<file path="config.mk">
export PLATFORM = sky130hd
export DESIGN_NAME = counter_event_logger
export DESIGN_NICKNAME = d
export VERILOG_FILES = /design/src/rtl/counter_event_logger_pkg.sv /design/src/rtl/event_fifo.sv /design/src/rtl/counter_event_logger.sv
export SDC_FILE = /design/constraint.sdc
export NUM_CORES = 1
export LEC_CHECK = 0
export BUFFER_PORTS_ARGS = -buffer_cell sky130_fd_sc_hd__buf_2
export CAP_MARGIN = 20
export CORE_MARGIN = 2
export CORE_UTILIZATION = 57
export CTS_BUF_LIST = sky130_fd_sc_hd__clkbuf_2 sky130_fd_sc_hd__clkbuf_4 sky130_fd_sc_hd__clkbuf_8
export CTS_CLUSTER_DIAMETER = 80
export CTS_CLUSTER_SIZE = 30
export DETAILED_ROUTE_END_ITERATION = 8
export GPL_TIMING_DRIVEN = 0
export PLACE_DENSITY = 0.78
export SYNTH_ARGS = -nofsm -noshare
export SYNTH_HDL_FRONTEND = slang
export SYNTH_SLANG_ARGS = --single-unit
</file>
<file path="constraint.sdc">
create_clock -name clk -period 5.15 [get_ports clk]
set_clock_uncertainty 0.2 [all_clocks]
set_input_delay 0.515 -clock clk [delete_from_list [all_inputs] [get_ports clk]]
set_output_delay 0.515 -clock clk [all_outputs]
set_load 0.05 [all_outputs]
</file>
<file path="src/rtl/counter_event_logger_pkg.sv">
// counter_event_logger_pkg: event type encodings and record layout shared by the logger.
`default_nettype none

package counter_event_logger_pkg;

  localparam logic [1:0] EVT_NONE = 2'b00;
  localparam logic [1:0] EVT_RCO  = 2'b01;
  localparam logic [1:0] EVT_LOAD = 2'b10;
  localparam logic [1:0] EVT_BOTH = 2'b11;

  // Record = {header[7:0], ts}; offsets below are within the header byte.
  localparam int HDR_W        = 8;
  localparam int REC_TYPE_OFS = 6;
  localparam int REC_MODE_OFS = 4;
  localparam int REC_Q_OFS    = 0;

  function automatic logic [1:0] evt_type(input logic rco, input logic load);
    logic [1:0] t;
    case ({load, rco})
      2'b01:   t = EVT_RCO;
      2'b10:   t = EVT_LOAD;
      2'b11:   t = EVT_BOTH;
      default: t = EVT_NONE;
    endcase
    return t;
  endfunction

  function automatic logic [HDR_W-1:0] rec_hdr(input logic [1:0] typ,
                                               input logic [1:0] mode,
                                               input logic [3:0] q);
    logic [HDR_W-1:0] h;
    h = '0;
    h[REC_TYPE_OFS +: 2] = typ;
    h[REC_MODE_OFS +: 2] = mode;
    h[REC_Q_OFS    +: 4] = q;
    return h;
  endfunction

endpackage

`default_nettype wire

</file>
<file path="src/rtl/event_fifo.sv">
// event_fifo: show-ahead FIFO with registered wrap-bit pointers; a full push is accepted only alongside a pop.
`default_nettype none

module event_fifo #(
  parameter int DEPTH = 4,
  parameter int W     = 16
) (
  input  logic         clk,
  input  logic         reset,
  input  logic         push,
  input  logic         pop,
  input  logic [W-1:0] din,
  output logic [W-1:0] dout,
  output logic         full,
  output logic         empty
);

  localparam int AW = $clog2(DEPTH);

  logic [AW:0]  r_wr_ptr;
  logic [AW:0]  r_rd_ptr;
  logic [W-1:0] r_mem [DEPTH];
  logic         w_do_pop;
  logic         w_do_push;

  assign empty = (r_wr_ptr == r_rd_ptr);
  assign full  = (r_wr_ptr[AW] != r_rd_ptr[AW]) &&
                 (r_wr_ptr[AW-1:0] == r_rd_ptr[AW-1:0]);

  // A pop frees a slot at the same edge, so a full FIFO still takes the push.
  assign w_do_pop  = pop & ~empty;
  assign w_do_push = push & (~full | w_do_pop);

  always_ff @(posedge clk) begin
    if (!reset) begin
      r_wr_ptr <= '0;
      r_rd_ptr <= '0;
    end else begin
      if (w_do_push) r_wr_ptr <= r_wr_ptr + (AW+1)'(1);
      if (w_do_pop)  r_rd_ptr <= r_rd_ptr + (AW+1)'(1);
    end
  end

  always_ff @(posedge clk) begin
    if (reset && w_do_push) r_mem[r_wr_ptr[AW-1:0]] <= din;
  end

  assign dout = r_mem[r_rd_ptr[AW-1:0]];

endmodule

`default_nettype wire

</file>
<file path="src/rtl/counter_event_logger.sv">
// counter_event_logger: timestamps rco/load events from an upstream counter into a FIFO with drop tracking.
`default_nettype none

module counter_event_logger
  import counter_event_logger_pkg::*;
#(
  parameter int DEPTH = 4,
  parameter int TS_W  = 8
) (
  input  logic              clk,
  input  logic              reset,
  input  logic [3:0]        Q,
  input  logic              rco,
  input  logic              load,
  input  logic [1:0]        mode,
  input  logic              log_en,
  input  logic              rd_ready,
  input  logic              clr_ovf,
  output logic              rd_valid,
  output logic [8+TS_W-1:0] rd_data,
  output logic              overflow,
  output logic [3:0]        drop_cnt
);

  localparam int REC_W = HDR_W + TS_W;

  logic [TS_W-1:0]  r_ts;
  logic             r_overflow;
  logic [3:0]       r_drop_cnt;
  logic             w_evt;
  logic             w_full;
  logic             w_empty;
  logic             w_drop;
  logic [REC_W-1:0] w_rec;

  always_ff @(posedge clk) begin
    if (!reset) r_ts <= '0;
    else        r_ts <= r_ts + TS_W'(1);
  end

  assign w_evt = log_en & (rco | load);
  assign w_rec = {rec_hdr(evt_type(rco, load), mode, Q), r_ts};

  // Full FIFO loses the event unless the consumer pops at the same edge.
  assign w_drop = w_evt & w_full & ~rd_ready;

  always_ff @(posedge clk) begin
    if (!reset) begin
      r_overflow <= 1'b0;
      r_drop_cnt <= '0;
    end else if (w_drop) begin
      r_overflow <= 1'b1;
      if (clr_ovf)                r_drop_cnt <= 4'd1;
      else if (r_drop_cnt != 4'hF) r_drop_cnt <= r_drop_cnt + 4'd1;
    end else if (clr_ovf) begin
      r_overflow <= 1'b0;
      r_drop_cnt <= '0;
    end
  end

  event_fifo #(
    .DEPTH (DEPTH),
    .W     (REC_W)
  ) u_fifo (
    .clk   (clk),
    .reset (reset),
    .push  (w_evt),
    .pop   (rd_ready),
    .din   (w_rec),
    .dout  (rd_data),
    .full  (w_full),
    .empty (w_empty)
  );

  assign rd_valid = ~w_empty;
  assign overflow = r_overflow;
  assign drop_cnt = r_drop_cnt;

endmodule

`default_nettype wire

</file>
==> results of run 1 <==
==> metal layers <==
metal  GRT usage (%)  wire (microns)
met1            24.6            2470
met2            29.4            2720
met3            5.51             209
met4            7.12              89
met5               0               0
==> final cells by class <==
type	count	share of cell area, %
Clock inverter	7	2.98
Timing Repair Buffer	34	4.45
Sequential cell	85	61.2
Inverter	3	0.294
Multi-Input combinational cell	98	24.6
Clock buffer	9	3.24
Tap cell	72	2.36
Buffer	8	0.851
==> sequential cells by signal (all words and copies together), names as in the netlist, named ones only <==
signal           flops
u_fifo.r_mem        64
r_ts                 8
drop_cnt             4
u_fifo.r_rd_ptr      3
u_fifo.r_wr_ptr      3
overflow             1
==> report_power, final <==
group | switching (mW) | internal, mW
combinational | 0.194 | 0.0935
sequential | 0.0118 | 0.755
clock | 0.225 | 0.319
total | 0.431 | 1.17
==> cells by family after synthesis <==
kind of cell	synth area share (%)
compound gates	3.35
flops	70.4
xor+xnor	3.42
buf+inv	1.32
mux	11.1
simple gates	7.75
fa+ha+maj	2.63
==> Yosys cell counts <==
| master | count | share of area [%] |
|---|---|---|
| nor2b_1 | 2 | 0.38 |
| o21ai_0 | 4 | 0.60 |
| o31ai_1 | 1 | 0.23 |
| nor3_1 | 1 | 0.15 |
| o311ai_0 | 1 | 0.26 |
| nor4_2 | 1 | 0.38 |
| and2_1 | 11 | 2.1 |
| o21a_1 | 2 | 0.45 |
| and3_1 | 6 | 1.1 |
| inv_1 | 3 | 0.34 |
| nand2b_1 | 1 | 0.19 |
| buf_2 | 2 | 0.30 |
| a21oi_1 | 2 | 0.30 |
| nor4_1 | 2 | 0.38 |
| nand2_1 | 8 | 0.90 |
| or4_4 | 1 | 0.34 |
| mux2i_1 | 1 | 0.30 |
| nor2_1 | 2 | 0.23 |
| o41a_2 | 1 | 0.38 |
| o2111ai_1 | 2 | 0.53 |
| a211oi_1 | 1 | 0.23 |
| xor2_1 | 5 | 1.3 |
| ha_1 | 7 | 2.6 |
| a31oi_1 | 2 | 0.38 |
| xnor2_1 | 8 | 2.1 |
| or3_2 | 1 | 0.23 |
| mux4_2 | 16 | 11 |
| dfxtp_1 | 21 | 13 |
| nand4_1 | 1 | 0.19 |
| nand3_1 | 8 | 1.2 |
| clkbuf_1 | 6 | 0.68 |
| edfxtp_1 | 64 | 58 |
==> metrics by stage <==
stage	area, sq um	instances	power (mW)
floorplan	3330	194	1.01
global placement	3590	300	1.07
detailed placement	3590	300	1.07
CTS	3820	316	1.61
global route	3820	316	1.65
finish	3820	316	1.60
==> worst max path at each step <==
stage                  endpoint  slack, ps  cells after the start
finish               rd_data[6]       2250                      4
CTS                  rd_data[6]       2210                      4
global route        rd_data[10]       2140                      4
global placement     rd_data[6]       2600                      4
detailed placement   rd_data[6]       2590                      4
floorplan           rd_data[10]       2930                      3
==> flow_metrics.tcl, run 1 <==
set metrics [dict create \
    r2r_start "u_fifo.r_wr_ptr[1]" \
    ir_worst_vdd_uv 258 \
    multiInputGateArea_sq_um 941 \
    syn_nets 214 \
    yosysWarningCount 0 \
    die_area_sq_um 6460 \
    numCtsBuffers 9 \
    vias_per_cell 5.57 \
    cts_resized 0 \
    rsz0062_at_grt "no" \
    io_buffers 34 \
    clockRootBuffer "clkbuf_8" \
    seqCellArea_sq_um 2340 \
    clk-insertion-delay-late_ps 350 \
    grt_pass1_wl_microns 8510 \
    path_cells "clkbuf_1, clkbuf_1, mux4_2, buf_2" \
    ioPinCount 35 \
    drv_cap 0 \
    die_w_microns 80.4 \
    worst_slew_pin_slew_ps 851 \
    grt_usage_pct 18.6 \
    r2r-end "u_fifo.r_mem[0][1]" \
    max_stage_delay_ps 550 \
    hold-path-cell-count 1 \
    max_freq_mhz 344 \
    htreeDepth 3 \
    core_area_sq_um 5570 \
    setup_tns_ps 0 \
    overflow 0 \
    cts.path.max_buffers 2 \
    ant_nets 0 \
    p_per_area_nw_per_um2 418 \
    slew_headroom_pct 43.3 \
    layout_setup_ws_ps 2250 \
    cts_hold_buffers 0 \
    slowest_stage "clkbuf_1" \
    drt_iter0_markers 156 \
    path_class "flop to primary output" \
    numClockSinks 85 \
    hold_viol_final 0 \
    hold_class "input pin to flop" \
    worst_setup_path_start_kind "flop" \
    setup-violations-final 0 \
    vias 1760 \
    hpwlAfterDp_microns 3690 \
    antenna_found_initial 0 \
    area_delta_synth_final_pct 15.0 \
    synth-seq-cells 85 \
    rows 27 \
    slew_viol_final 0 \
    worstRegToRegCells 3 \
    outcome "complete, no violations" \
    critical-path-top-delay-family "buffers and inverters" \
    postSynthAreaPerCell_sq_um 17.1 \
    layout_common_cells "64 x edfxtp_1, 36 x buf_2, 21 x dfxtp_1, 16 x mux4_2, 11 x and2_1" \
    hp-start "Q[2]" \
    cts_tree "yes" \
    nFillCells 360 \
    end_kind "primary output" \
    synth_cell_type_count 32 \
    fin_nets 259 \
    die_h_microns 80.4 \
    cp_common_cell "clkbuf_1" \
    cts.clk_slew.worst_paths_ps 80 \
    hold_ws_ps 173 \
    final_common_cell "edfxtp_1" \
    postCtsSetupBuffers 0 \
    drt_pre_antenna_iters 4 \
    required_ps 4430 \
    p_leak_nw 1.36 \
    seq_area_frac_synth_pct 70.4 \
    final_util_pct 68.6 \
    start_util_pct 59.7 \
    first_global_vias 1711 \
    ff2ff_setup_slack_ps 2740 \
    fin_crit_ps 2900 \
    syn_area_sq_um 3330 \
    fin_crit_sh_pct 56.4 \
    routedWlPerCell_microns 17.4 \
    syn_inst 194 \
    critPathMaxFanout 10 \
    finalWirelength_microns 5490 \
    n_antenna_cell 0 \
    grt_max_degree 17 \
    critPathArrivalTime_ps 2190 \
    cp_num_buf_inv 3 \
    place_congestion 0.839 \
    min_to "u_fifo.r_mem[2][10]" \
    drive_gt1_share_pct 29.1 \
    place_ws_ps 2590 \
    drc 0 \
]
No activity file was read; power rests on OpenSTA's default activity.
==> run 2: changes to the inputs <==
- ABC_AREA: unset -> 1
- PLACE_DENSITY: 0.78 -> 0.77
- clock period: 5.15 -> 3 ns (I/O delays scaled with it)
==> run 2 against run 1 <==
  * Worst hold slack got worse by 110 ps
  * Worst setup slack got worse by 1800 ps
  * Critical path depth rose by 1
  * Via count rose by 31%
  * Largest power group unchanged
  * Critical path type unchanged
  * Clock power rose by 44%
  * Routed wire length rose by 16%
==> flow_metrics.tcl, run 2 <==
set metrics [dict create \
    cts.clk_slew.worst_paths_ps 80 \
    max_freq_mhz 397 \
    yosys.cell_count.top_type "edfxtp_1" \
    die_w_microns 81.5 \
    drt_iter0_markers 196 \
    drive_gt1_share_pct 18.9 \
    vias_per_cell 5.36 \
    area_delta_synth_final_pct 15.8 \
    clockRootBuffer "clkbuf_8" \
    vias 2305 \
    p_sw_mw 0.848 \
    syn_nets 319 \
    synth_cell_type_count 23 \
    die_h_microns 81.5 \
    fin_nets 370 \
    rows 28 \
    cts_tree "yes" \
    place_ws_ps 594 \
    finalWirelength_microns 6380 \
    worstRegToRegCells 9 \
    critPathArrivalTime_ps 2020 \
    io_buffers 33 \
    hold_viol_final 0 \
    place_congestion 0.760 \
    ant_nets 0 \
    hold_class "input pin to flop" \
    grt_usage_pct 20.6 \
    drv_cap 0 \
    ioPinCount 35 \
    slowest_stage "dfxtp_1" \
    grt_pass1_wl_microns 10000 \
    layout_setup_ws_ps 483 \
    switching_share_pct 31.9 \
    synth_flop_cell "edfxtp_1" \
    intPower_mw 1.81 \
    p_per_area_nw_per_um2 670 \
    r2r_start "u_fifo.r_wr_ptr[1]" \
    async_reset_ff_share_pct 0 \
    fin_crit_ps 2520 \
    seq_area_frac_synth_pct 68.3 \
    synthTopCellsByArea "edfxtp_1 56%, dfxtp_1 12%, o21ai_0 5.8%" \
    p_leak_nw 1.48 \
    seqPwrFrac_pct 49.7 \
    n_antenna_cell 0 \
    ff2ff_setup_slack_ps 620 \
    fin_crit_sh_pct 83.9 \
    slew_viol_final 0 \
    required_ps 2500 \
    cts.path.max_buffers 2 \
    end_kind "primary output" \
    syn_inst 299 \
    core_area_sq_um 5850 \
    slew_headroom_pct 38.3 \
    numCtsBuffers 9 \
    outcome "complete, no violations" \
    routedWlPerCell_microns 14.8 \
    yosysWarningCount 0 \
    rsz0062_at_grt "no" \
    die_area_sq_um 6650 \
    largest_register_ffs 64 \
    syn_area_sq_um 3430 \
    grt_max_degree 17 \
    worst_setup_path_start_kind "flop" \
    clk-insertion-delay-late_ps 340 \
    final_common_cell "edfxtp_1" \
    synth_top_cell_by_area "edfxtp_1" \
    worst_slew_pin_slew_ps 924 \
    hold-path-cell-count 3 \
    min_to "r_ts[1]" \
    synth-seq-cells 85 \
    start_util_pct 58.6 \
    layout_common_cells "64 x edfxtp_1, 42 x nor2_1, 40 x o21ai_0, 34 x buf_2, 27 x inv_1" \
    max_stage_delay_ps 400 \
    synth_common_cells "64 x edfxtp_1, 46 x nor2_1, 40 x o21ai_0" \
    cts_resized 0 \
    comb_power_share_pct 20.7 \
    postSynthAreaPerCell_sq_um 11.5 \
    critPathMaxFanout 10 \
    path_class "flop to primary output" \
    r2r-end "u_fifo.r_mem[0][7]" \
    antenna_found_initial 0 \
    numClockSinks 85 \
    hpwlAfterDp_microns 4110 \
    overflow 0 \
    power_frac_clock_pct 29.6 \
    setup_tns_ps 0 \
    path_cells "inv_1, clkbuf_1, o21ai_0, o22ai_1, buf_2" \
    postCtsSetupBuffers 0 \
    synth-edff-count 64 \
    ir_worst_vdd_uv 316 \
    drt_pre_antenna_iters 4 \
    htreeDepth 3 \
    setup-violations-final 0 \
    first_global_vias 2167 \
    drc 0 \
    synth.top_cell.area_share_pct 56.1 \
    hp-start "reset" \
]
[run 2: changes by cell type after synthesis, sizes merged, moves of 15 or more]
cell,change
nor2,+47
o21ai,+38
inv,+24
nand2,+18
mux4,-16
o22ai,+16
a21oi,+15
[run 2: cell families after synthesis]
| kind of cell | after synthesis | share of synthesized area (%) |
|---|---|---|
| AOI/OAI and AO/OA | 75 | 11.9 |
| xor gates and xnor gates | 2 | 0.511 |
| adders and majority gates | 7 | 2.56 |
| buffers and inverters | 39 | 4.31 |
| DFF | 85 | 68.3 |
| and+or+nand+nor | 91 | 12.4 |
[run 2: worst max-delay path by stage]
stage | end | slack, ps
floorplan | u_fifo.r_mem[0][0] | 780
global placement | u_fifo.r_mem[3][13] | 100
detailed placement | u_fifo.r_mem[0][13] | 590
CTS | rd_data[4] | 500
global route | rd_data[4] | 340
finish | rd_data[4] | 480
[run 2: critical path, delay by kind of cell, from the launching register on]
kind / cells / cell delay, ps
buf+inv: 3 / 890
flops: 1 / 400
compound gates: 2 / 380
[run 2: final cells by class]
cell class,instances,area (sq um)
buffer,12,46.3
clock buffer,9,124
clock inverter,7,72.6
fill,438,1880
inverter,27,101
multi-input combinational,175,947
sequential,85,2340
tap,75,93.8
timing repair buffer,40,240
[run 2: timing repair]
action                                  CTS  global route
endpoints found under the hold margin    24             0
endpoints found under the setup margin    0             0
hold buffers                              6             0
[run 2: layer usage]
metal  up-vias  wire, microns  track usage (%)
li1       1144              -                -
met1      1085           2750             25.8
met2        64           3210             34.4
met3        12            307             4.18
met4         0            116             9.32
met5         -              0                0
[run 2: power groups by stage]
| stage | registers (mW) | logic [mW] | clock network [mW] |
|---|---|---|---|
| floorplan | 1.34 | 0.412 | 0 |
| global placement | 1.35 | 0.537 | 0 |
| detailed placement | 1.35 | 0.547 | 0 |
| CTS | 1.32 | 0.553 | 0.795 |
| global route | 1.33 | 0.593 | 0.838 |
| finish | 1.32 | 0.551 | 0.787 |
[run 2: stage by stage]
step	power [mW]	util, %	hold slack (ps)	instances	area, sq um
CTS	2.67	67.8	53.3	430	3970
global placement	1.88	63.0	254	407	3690
floorplan	1.75	-	199	299	3430
detailed placement	1.89	63.4	262	408	3710
global route	2.76	67.8	77.4	430	3970
finish	2.66	67.8	61.8	430	3970
